<file path="src/rtl/arb_pkg.sv">
// Shared constants and helpers for the 4-requester round-robin arbiter.
package arb_pkg;

  localparam int unsigned N_REQ       = 4;
  localparam int unsigned PTR_W       = 2;
  localparam int unsigned CNT_W       = 8;
  localparam int unsigned DEF_TIMEOUT = 8;

  localparam logic [0:0] ST_IDLE  = 1'b0;
  localparam logic [0:0] ST_GRANT = 1'b1;

  // Index of the set bit in a one-hot vector (0 when all-zero).
  function automatic logic [PTR_W-1:0] onehot_idx(input logic [N_REQ-1:0] oh);
    logic [PTR_W-1:0] idx;
    idx = '0;
    for (int unsigned i = 0; i < N_REQ; i++) begin
      if (oh[i]) idx = PTR_W'(i);
    end
    return idx;
  endfunction

endpackage

</file>
<file path="src/rtl/rr_pick4.sv">
// Circular priority search: first set Req bit starting at index Ptr+1.
module rr_pick4
  import arb_pkg::*;
(
  input  logic [N_REQ-1:0] Req,
  input  logic [PTR_W-1:0] Ptr,
  output logic [N_REQ-1:0] pick
);

  logic [PTR_W-1:0] idx;
  logic             found;

  always_comb begin
    pick  = '0;
    found = 1'b0;
    idx   = '0;
    for (int unsigned k = 1; k <= N_REQ; k++) begin
      idx = PTR_W'(Ptr + PTR_W'(k));
      if (!found && Req[idx]) begin
        pick[idx] = 1'b1;
        found     = 1'b1;
      end
    end
  end

endmodule

</file>
<file path="src/rtl/rr_arbiter4.sv">
// Two-state round-robin arbiter for 4 requesters with registered grant.
// Optional grant-hold timeout enabled by defining ARB_TIMEOUT_EN.
module rr_arbiter4
  import arb_pkg::*;
#(
  parameter int unsigned TIMEOUT = DEF_TIMEOUT
) (
  input  logic             clk,
  input  logic             rst,
  input  logic [N_REQ-1:0] Req,
  input  logic             Done,
  output logic [N_REQ-1:0] Gnt,
  output logic             Vld,
  output logic             Tmo
);

  logic [0:0]       state_q, state_d;
  logic [N_REQ-1:0] gnt_q, gnt_d;
  logic             vld_q, vld_d;
  logic [PTR_W-1:0] ptr_q, ptr_d;
  logic [N_REQ-1:0] pick;
  logic             release_c;

  rr_pick4 u_pick (
    .Req  (Req),
    .Ptr  (ptr_q),
    .pick (pick)
  );

  // Owner lets go, either explicitly or by dropping its request.
  assign release_c = Done || ((Req & gnt_q) == '0);

`ifdef ARB_TIMEOUT_EN
  logic [CNT_W-1:0] cnt_q, cnt_d;
  logic             tmo_q, tmo_d;

  always_comb begin
    state_d = state_q;
    gnt_d   = gnt_q;
    ptr_d   = ptr_q;
    cnt_d   = cnt_q;
    tmo_d   = 1'b0;
    case (state_q)
      ST_IDLE: begin
        cnt_d = '0;
        if (Req != '0) begin
          state_d = ST_GRANT;
          gnt_d   = pick;
          cnt_d   = CNT_W'(1);
        end
      end
      ST_GRANT: begin
        // Normal release wins over a coincident timeout.
        if (release_c || (cnt_q == CNT_W'(TIMEOUT))) begin
          state_d = ST_IDLE;
          gnt_d   = '0;
          ptr_d   = onehot_idx(gnt_q);
          cnt_d   = '0;
          tmo_d   = !release_c;
        end else begin
          cnt_d = cnt_q + CNT_W'(1);
        end
      end
      default: begin
        state_d = ST_IDLE;
        gnt_d   = '0;
        cnt_d   = '0;
      end
    endcase
    vld_d = |gnt_d;
  end

  always_ff @(posedge clk) begin
    if (rst) begin
      cnt_q <= '0;
      tmo_q <= 1'b0;
    end else begin
      cnt_q <= cnt_d;
      tmo_q <= tmo_d;
    end
  end

  assign Tmo = tmo_q;
`else
  logic unused_timeout;

  always_comb begin
    state_d = state_q;
    gnt_d   = gnt_q;
    ptr_d   = ptr_q;
    case (state_q)
      ST_IDLE: begin
        if (Req != '0) begin
          state_d = ST_GRANT;
          gnt_d   = pick;
        end
      end
      ST_GRANT: begin
        if (release_c) begin
          state_d = ST_IDLE;
          gnt_d   = '0;
          ptr_d   = onehot_idx(gnt_q);
        end
      end
      default: begin
        state_d = ST_IDLE;
        gnt_d   = '0;
      end
    endcase
    vld_d = |gnt_d;
  end

  assign unused_timeout = ^CNT_W'(TIMEOUT);
  assign Tmo            = 1'b0;
`endif

  // Reset leaves Ptr at 3 so requester 0 wins first.
  always_ff @(posedge clk) begin
    if (rst) begin
      state_q <= ST_IDLE;
      gnt_q   <= '0;
      vld_q   <= 1'b0;
      ptr_q   <= PTR_W'(N_REQ - 1);
    end else begin
      state_q <= state_d;
      gnt_q   <= gnt_d;
      vld_q   <= vld_d;
      ptr_q   <= ptr_d;
    end
  end

  assign Gnt = gnt_q;
  assign Vld = vld_q;

endmodule

</file>
<file path="config.mk">
export PLATFORM = sky130hd
export DESIGN_NAME = rr_arbiter4
export DESIGN_NICKNAME = d
export VERILOG_FILES = /design/src/rtl/arb_pkg.sv /design/src/rtl/rr_pick4.sv /design/src/rtl/rr_arbiter4.sv
export SDC_FILE = /design/constraint.sdc
export NUM_CORES = 1
export LEC_CHECK = 0
export ABC_AREA = 0
export BUFFER_PORTS_ARGS = -buffer_cell sky130_fd_sc_hd__buf_2
export CAP_MARGIN = 20
export CELL_PAD_IN_SITES_DETAIL_PLACEMENT = 1
export CELL_PAD_IN_SITES_GLOBAL_PLACEMENT = 1
export CORE_MARGIN = 3
export CORE_UTILIZATION = 45
export CTS_BUF_LIST = sky130_fd_sc_hd__clkbuf_16
export DETAILED_ROUTE_END_ITERATION = 16
export PLACE_DENSITY_LB_ADDON = 0.2
export SETUP_SLACK_MARGIN = 0.3
export SLEW_MARGIN = 25
export SYNTH_ARGS = -nofsm -noshare
export SYNTH_HDL_FRONTEND = slang
export SYNTH_HIERARCHICAL = 1
export SYNTH_SLANG_ARGS = --single-unit
export TNS_END_PERCENT = 10
</file>
<file path="constraint.sdc">
create_clock -name clk -period 4.8 [get_ports clk]
set_input_delay 0.96 -clock clk [delete_from_list [all_inputs] [get_ports clk]]
set_output_delay 0.96 -clock clk [all_outputs]
set_load 0.05 [all_outputs]
</file>
==> reports/qor.yml, run 1 <==
placed_design:
  dp.cells: 107
  place_congestion: 0.805
  hpwl_um: 1500
  portBuffers: 11
  dp_slack_ps: 1890
timing:
  slew_viol_final: 0
  max_slew.worst_pin.slew_ps: 495
  rsz0062_at_grt: "no"
  min_period_ps: 2880
  period_share_pct: 59.9
  clock.fmax_mhz: 348
  hold_violations: 0
  clock_skew_ps: 1.84
  setup_viol: 0
  fin_ws_ps: 1920
  tns_ps: 0
  slew_headroom_pct: 66.8
routing:
  drcViolationCount: 0
  drt_iter0_drc: 10
  via_count: 678
  dr.pass1.iters: 4
  wl_per_cell_um: 17.7
  vias_per_cell: 6.16
  routed_wl_um: 1940
  detail-route-antenna-nets: 0
layout:
  area_growth_pct: 15.6
  fillers: 179
  drive_above_1_share_pct: 25.5
  stdcell_count: 110
  nNetsFinal: 111
  antenna_cells: 0
worst_setup_path:
  cp_num_buf_inv: 1
  critPathTopFamily: "multiplexers"
  critPathMaxFanout: 10
  start_kind: "register"
  required_ps: 4960
  cp.arrival_ps: 3040
  max_stage_delay_ps: 630
  worst_setup_path_end_kind: "register"
  path_cells: "inv_1 > ha_1 > mux4_1 > nor4b_4 > nand2_1 > o211ai_1 > nor4_1 > a211o_1 > a31oi_1"
  setup.worst_path.class: "reg2reg"
  slowest_stage: "mux4_1"
outcome:
  status: "finished clean"
global_route:
  grt_max_degree: 11
  antenna_found_initial: 0
  grt_overflow: 0
  first_global_vias: 658
  grt_pass1_wl_um: 3240
  gr-usage-all-layers_pct: 21.0
floorplan:
  io_pins: 13
  core.rowCount: 14
  start_util_pct: 50.5
  dieArea_um2: 2310
  chipHeight_um: 48.1
  die_w_um: 48.1
  coreArea_um2: 1580
synthesis:
  synthArstFlopShare_pct: 0
  synth_cell_types: 31
  synth_nets: 98
  synthFlopType: "dfxtp_1"
  synth_seq_cells: 8
  syn_area_per_cell_um2: 9.59
  syn_inst: 83
  ys_seq_area_share_pct: 20.1
  synth_edf_count: 0
  ys.warnings.count: 6
  syn-cell-area_um2: 796
hold_path:
  hp-class: "reg2reg"
clock_network:
  clock_latency_ps: 230
  ctsHtreeMaxLevel: 1
  clockBufferDepth: 2
  cts_buffers: 3
  post_cts_buffers: 0
  cts_hold_buf: 0
  cts_tree: "done"
  numClockSinks: 8
  cts_resized: 0
  path_clk_slew_ps: 40
  cts_root_buf: "clkbuf_16"
run:
  cap_viol_max_count: 0
pwr:
  leakage_nw: 0.397
  ir_worst_vdd_v: 0.000255
  power.density_nw_per_um2: 475
-- cells in the mapped netlist, types with 2 or more instances --
| cell type | number | share of area (%) |
|---|---|---|
| mux4_2 | 2 | 5.7 |
| nor3_1 | 2 | 1.3 |
| a21oi_1 | 6 | 3.8 |
| mux2_2 | 2 | 2.8 |
| dfxtp_1 | 8 | 20 |
| ha_1 | 8 | 13 |
| o211ai_1 | 4 | 3.8 |
| mux2i_1 | 2 | 2.5 |
| buf_4 | 2 | 1.9 |
| mux4_1 | 2 | 6.6 |
| nor2_1 | 7 | 3.3 |
| nand2_1 | 5 | 2.4 |
| a22oi_1 | 5 | 4.7 |
| nor3b_1 | 4 | 3.8 |
| inv_1 | 8 | 3.8 |
-- tightest hold or removal path, stage by stage (launching register included) --
cell and delay [ps]:
dfxtp_1 360, a211o_1 120, a31oi_1 70
-- power breakdown --
group	total (mW)	internal, mW	switching (mW)
Clock	0.140	0.107	0.0331
Combinational	0.197	0.0815	0.116
Sequential	0.0991	0.0798	0.0193
-- worst paths after layout --
kind                 start  endpoint  slack [ps]  depth (start not counted)
setup reg to reg  ptr_q[0]       Vld        1920                          9
setup / recovery  ptr_q[0]       Vld        1920                          9
hold reg to reg    state_q       Vld         610                          2
hold / removal     state_q       Vld         610                          2
-- cell usage in the layout, fill, tap and decap left out, drive strengths merged, types with 5 or more instances in the layout --
cell type  synthesis  layout
a21oi              6       6
a22oi              6       6
buf                3      11
dfxtp              8       8
ha                 8       8
inv                8       8
nand2              5       5
nor2               7       7
-- sequential cells by signal, indices dropped and copies added, names as in the netlist --
| name | count |
|---|---|
| ptr_q | 2 |
| Vld | 1 |
| state_q | 1 |
| Gnt | 4 |
-- area by class of cell --
class	count	area [um2]	area share, %
clock buffer	3	75.1	8.16
inverter	8	30.0	3.27
multi-input combinational	64	579	63.0
sequential	8	160	17.4
tap	16	20.0	2.18
timing repair buffer	11	55.1	5.99
-- through the flow --
step                util (%)  power [mW]  instance area (um2)  hold WS (ps)
finish                  58.3       0.437                  920           614
global route            58.3       0.465                  920           671
CTS                     58.3       0.441                  920           627
detailed placement      53.6       0.297                  845           607
global placement        53.6       0.290                  845           597
floorplan                  -       0.258                  796           545
-- layer usage --
layer  GRT usage [%]  wire length (um)
met4            4.84                12
met2            31.4               953
met5               0                 0
met3            6.77                68
met1            29.2               909
-- cells by family (layout without fill, tap and decap cells) --
group | after synthesis | after routing | synth area share, %
AND/OR/NAND/NOR | 25 | 25 | 20.6
AO/OA/AOI/OAI | 20 | 20 | 18.2
buffers and inverters | 11 | 22 | 7.07
multiplexers | 10 | 10 | 20.9
adder cells (fa/ha/maj) | 8 | 8 | 12.6
flip-flops | 8 | 8 | 20.1
other | 1 | 1 | 0.471
Power figures use the tool's default switching activity.
==> inputs of run 2 (changes only) <==
--- a/config.mk
+++ b/config.mk
@@ -11,7 +11,7 @@
 export CELL_PAD_IN_SITES_DETAIL_PLACEMENT = 1
 export CELL_PAD_IN_SITES_GLOBAL_PLACEMENT = 1
 export CORE_MARGIN = 3
-export CORE_UTILIZATION = 45
+export CORE_UTILIZATION = 37
 export CTS_BUF_LIST = sky130_fd_sc_hd__clkbuf_16
 export DETAILED_ROUTE_END_ITERATION = 16
 export PLACE_DENSITY_LB_ADDON = 0.2
==> constraint.sdc (replaced) <==
create_clock -name clk -period 2.4 [get_ports clk]
set_input_delay 0.48 -clock clk [delete_from_list [all_inputs] [get_ports clk]]
set_output_delay 0.48 -clock clk [all_outputs]
set_load 0.05 [all_outputs]
==> run 2 against run 1 <==
Compared with the run above: via count increased by 1.3%; clock skew decreased by 1.5 ps; final area increased by 6.4%; critical path type unchanged; worst hold slack got worse by 58 ps; fmax increased by 22%; first-iteration DRC count decreased by 20%; clock-buffer cell count unchanged; worst setup slack got worse by 1900 ps; combinational power increased by 120%; critical path depth unchanged; largest power group unchanged; critical endpoint unchanged; highest routed layer unchanged.
==> reports/qor.yml, run 2 (synthesis gave the netlist of run 1 again) <==
outcome:
  status: "finished clean"
global_route:
  grt_max_degree: 11
  antenna_found_initial: 0
  first_global_vias: 661
  grt_pass1_wl_um: 3060
  gr-usage-all-layers_pct: 15.4
  grt_overflow: 0
worst_setup_path:
  critPathMaxFanout: 4
  worst_setup_path_end_kind: "register"
  reg2reg_depth: 9
  r2r-start: "ptr_q[0]"
  crit_end: "Vld"
  startpoint: "ptr_q[0]"
  setup.worst_path.class: "reg2reg"
  r2r-end: "Vld"
  rrSetupSlack_ps: 40
  start_kind: "register"
  cp.arrival_ps: 2520
  required_ps: 2560
placed_design:
  dp.cells: 120
  dp_slack_ps: 33.7
  place_congestion: 0.838
  hpwl_um: 1540
  portBuffers: 11
layout:
  layout_common_cells: "buf_2 (11), inv_1 (7), nor2_1 (7), ha_1 (7)"
  nNetsFinal: 114
  area_growth_pct: 23.0
  antenna_cells: 0
  stdcell_count: 125
  regArea_um2: 165
  fillers: 243
  drive_above_1_share_pct: 33.7
  final_common_cell: "buf_2"
  multi_input_area_um2: 588
  largest_register_ffs: 4
timing:
  slew_viol_final: 0
  max_slew.worst_pin.slew_ps: 512
  tns_ps: 0
  min_period_ps: 2360
  clock.fmax_mhz: 423
  clock_skew_ps: 0.339
  setup_viol: 0
  period_share_pct: 98.4
  hold_violations: 0
  rsz0062_at_grt: "yes"
  slew_headroom_pct: 65.6
  worst_hold_slack_ps: 556
  fin_ws_ps: 37.3
pwr:
  ir_worst_vdd_v: 0.000631
  leakage_nw: 0.406
  power.density_nw_per_um2: 933
floorplan:
  chipHeight_um: 52.4
  coreArea_um2: 2000
  die_w_um: 52.4
  io_pins: 13
  dieArea_um2: 2740
  start_util_pct: 39.7
  core.rowCount: 16
clock_network:
  numClockSinks: 8
  clock_latency_ps: 230
  cts_buffers: 3
  path_clk_slew_ps: 40
  cts_tree: "done"
  cts_root_buf: "clkbuf_16"
  clockBufferDepth: 2
  ctsHtreeMaxLevel: 1
routing:
  via_count: 687
  detail-route-antenna-nets: 0
  drcViolationCount: 0
  drt_iter0_drc: 8
  vias_per_cell: 5.50
  routed_wl_um: 2000
  wl_per_cell_um: 16.0
  dr.pass1.iters: 4
hold_path:
  hp-class: "in2reg"
run:
  cap_viol_max_count: 0
## run 2: changes by cell type in the layout (fill, tap and decap cells not counted), sizes merged
| cell | previous run | this run |
|---|---|---|
| buf | 11 | 14 |
| inv | 8 | 9 |
## run 2: critical path, stage by stage, from the launching register on
cell      delay [ps]
dfxtp_4          350
inv_4             50
ha_4             270
mux4_2           540
nor4b_4          370
nand2_1          110
o211ai_1         130
nor4_1            90
a211o_1          240
a31oi_1          140
## run 2: layer usage
layer	global-route usage, %	up-vias	routed length, um
met5	0	-	0
met4	8.94	0	30
met3	0.855	2	27
met2	25.6	6	992
met1	19.4	344	953
li1	-	335	-
## run 2: what timing repair did
action / CTS / global route
setup buffers: 0 / 1
gates resized for setup: 0 / 1
pin swaps: 2 / 1
hold endpoints to repair: 0 / 0
setup endpoints to repair: 5 / 5
cloned: 0 / 0
hold buffers: 0 / 0
## run 2: where the power goes
group	internal, mW	total [mW]	switching (mW)
Combinational	0.185	0.443	0.258
Clock	0.217	0.281	0.0638
Sequential	0.162	0.190	0.0277
Total	0.564	0.913	0.349
## run 2: final cells by class
type	count	share of cell area [%]
Inverter	8	3.58
Sequential cell	8	16.9
Timing Repair Buffer	14	7.93
Clock buffer	3	7.67
Clock inverter	1	0.384
Tap cell	27	3.45
Multi-Input combinational cell	64	60.1
## run 2: per-stage QoR
step	cell area [um2]	utilization [%]	total power, mW
2_1_floorplan	812	-	0.532
5_1_grt	978	48.9	0.973
3_3_place_gp	890	44.4	0.615
6_report	978	48.9	0.913
4_1_cts	968	48.4	0.905
3_5_place_dp	890	44.4	0.622
## run 2: worst min path at each step
| stage | depth (start not counted) | start | slack, ps | endpoint |
|---|---|---|---|---|
| after global placement | 2 | state_q | 590 | Vld |
| after CTS | 2 | rst | 560 | Vld |
| after global routing | 2 | rst | 590 | Vld |
| final | 2 | rst | 560 | Vld |
| after floorplan | 2 | ptr_q[1] | 550 | ptr_q[1] |
| after detailed placement | 2 | state_q | 590 | Vld |
==> inputs of run 3 (changes only) <==
--- a/config.mk
+++ b/config.mk
@@ -10,10 +10,12 @@
 export CAP_MARGIN = 20
 export CELL_PAD_IN_SITES_DETAIL_PLACEMENT = 1
 export CELL_PAD_IN_SITES_GLOBAL_PLACEMENT = 1
+export CORE_ASPECT_RATIO = 1.4
 export CORE_MARGIN = 3
 export CORE_UTILIZATION = 37
 export CTS_BUF_LIST = sky130_fd_sc_hd__clkbuf_16
 export DETAILED_ROUTE_END_ITERATION = 16
+export GPL_ROUTABILITY_DRIVEN = 0
 export PLACE_DENSITY_LB_ADDON = 0.2
 export SETUP_SLACK_MARGIN = 0.3
 export SLEW_MARGIN = 25
==> run 3 against run 2 <==
Compared with the run above: the flow now finishes with violations (negative setup slack); worst setup slack lost 67 ps; sequential power about the same; combinational power rose by 1%; via count up 0.87%; register-to-register slack got worse by 70 ps; routed wire length is 4.4% higher; sequential share of layout area did not move; clock skew up 0.75 ps; global-route usage increased by 2.8 points; die area up 0.29%.
==> reports/qor.yml, run 3 (synthesis gave the netlist of run 1 again) <==
layout:
  final_design_area_no_fill_um2: 978
  area_growth_pct: 23.0
  layout_common_cells: "buf_2 (11), inv_1 (7), nor2_1 (7), ha_1 (7)"
  final_common_cell: "buf_2"
  antenna_cells: 0
  nNetsFinal: 115
  largest_register_ffs: 4
  drive_above_1_share_pct: 34.3
floorplan:
  dieArea_um2: 2750
  die_w_um: 45.2
  start_util_pct: 39.8
  chipHeight_um: 60.9
  coreArea_um2: 2000
  core.rowCount: 19
  io_pins: 13
timing:
  fin_ws_ps: -29.9
  clock.fmax_mhz: 412
  clock_skew_ps: 1.08
  max_slew.worst_pin.slew_ps: 513
  period_share_pct: 101
  slew_headroom_pct: 65.5
  rsz0062_at_grt: "yes"
  hold_violations: 0
  min_period_ps: 2430
  setup_viol: 1
  slew_viol_final: 0
clock_network:
  cts_root_buf: "clkbuf_16"
  path_clk_slew_ps: 40
  clockBufferDepth: 2
  numClockSinks: 8
  cts_buffers: 3
  ctsHtreeMaxLevel: 1
  cts_tree: "done"
  clock_latency_ps: 240
global_route:
  gr-usage-all-layers_pct: 18.2
  antenna_found_initial: 0
  grt_max_degree: 11
  grt_pass1_wl_um: 3550
  first_global_vias: 730
  grt_overflow: 0
routing:
  drt_iter0_drc: 18
  detail-route-antenna-nets: 0
  vias_per_cell: 5.78
  wl_per_cell_um: 17.4
  dr.pass1.iters: 2
  via_count: 693
  drcViolationCount: 0
  routed_wl_um: 2090
worst_setup_path:
  cp.arrival_ps: 2590
  worst_setup_path_end_kind: "register"
  cp_num_buf_inv: 1
  start_kind: "register"
  r2r-end: "Vld"
  max_stage_delay_ps: 540
  critPathMaxFanout: 4
  required_ps: 2560
  path_cells: "inv_4 > ha_4 > mux4_2 > nor4b_4 > nand2_1 > o211ai_1 > nor4_1 > a211o_1 > a31oi_1"
  reg2reg_depth: 9
  slowest_stage: "mux4_2"
  rrSetupSlack_ps: -30
  setup.worst_path.class: "reg2reg"
  critPathTopFamily: "simple AND/OR/NAND/NOR gates"
  r2r-start: "ptr_q[0]"
run:
  cap_viol_max_count: 0
outcome:
  violations: "negative setup slack"
  status: "complete, but fails checks"
placed_design:
  hpwl_um: 1560
  portBuffers: 11
  placed_area_um2: 882
pwr:
  power.density_nw_per_um2: 948
  leakage_nw: 0.411
  total_power_mw: 0.928
  ir_worst_vdd_v: 0.000524
hold_path:
  hold_start: "rst"
  whs_endpoint: "Gnt[2]"
  hp-class: "in2reg"
  whs_path_depth: 2
run 3: changes by cell type in the layout (fill, tap and decap cells not counted):
cell / change
buf_4: +1
run 3: cell type report:
type | count | area [um2]
fillers | 236 | 1020
multi-input cells | 64 | 588
flip-flops and latches | 8 | 165
repair buffers | 15 | 85.1
clock buffers | 3 | 75.1
inverters | 8 | 35.0
well taps | 21 | 26.3
clock inverters | 1 | 3.75
run 3: routing by layer:
layer / share of wire [%] / vias to the layer above / global-route usage, % / wire (um)
li1: - / 337 / - / -
met1: 39 / 337 / 20.0 / 812
met2: 55 / 12 / 31.0 / 1150
met3: 3.0 / 7 / 3.26 / 62
met4: 3.3 / 0 / 12.6 / 68
met5: 0 / - / 0 / 0
run 3: metrics by stage:
step / util [%] / setup WS, ps / hold WS, ps / TNS [ps] / cells
floorplan: - / 136 / 546 / 0 / 83
global placement: 44.2 / 44.0 / 584 / 0 / 114
detailed placement: 44.2 / 18.3 / 580 / 0 / 114
CTS: 48.5 / 30.7 / 543 / 0 / 119
global route: 49.0 / -179 / 566 / -347 / 120
finish: 49.0 / -29.9 / 538 / -29.9 / 120
run 3: timing repair:
action	in CTS	in global routing
endpoints found under the setup margin	5	5
pin swaps	3	1
hold buffers	0	0
gates resized for setup	0	1
buffers inserted	1	1
run 3: how the worst max path moves through the flow:
stage / startpoint / to / depth (start not counted)
after floorplan: ptr_q[0] / Vld / 9
after global placement: ptr_q[0] / Vld / 9
after detailed placement: ptr_q[0] / Vld / 9
after CTS: ptr_q[0] / Vld / 9
after global routing: ptr_q[1] / Vld / 9
final: ptr_q[0] / Vld / 9
run 3: power breakdown:
part / switching, mW / internal [mW] / total, mW
Sequential: 0.0282 / 0.162 / 0.190
Combinational: 0.256 / 0.192 / 0.448
Clock: 0.0722 / 0.217 / 0.290
run 3: worst reg2reg max path: stages, from the launching register on:
cell,delay (ps)
dfxtp_4,340
inv_4,50
ha_4,280
mux4_2,540
nor4b_4,390
nand2_1,110
o211ai_1,150
nor4_1,90
a211o_1,240
a31oi_1,170
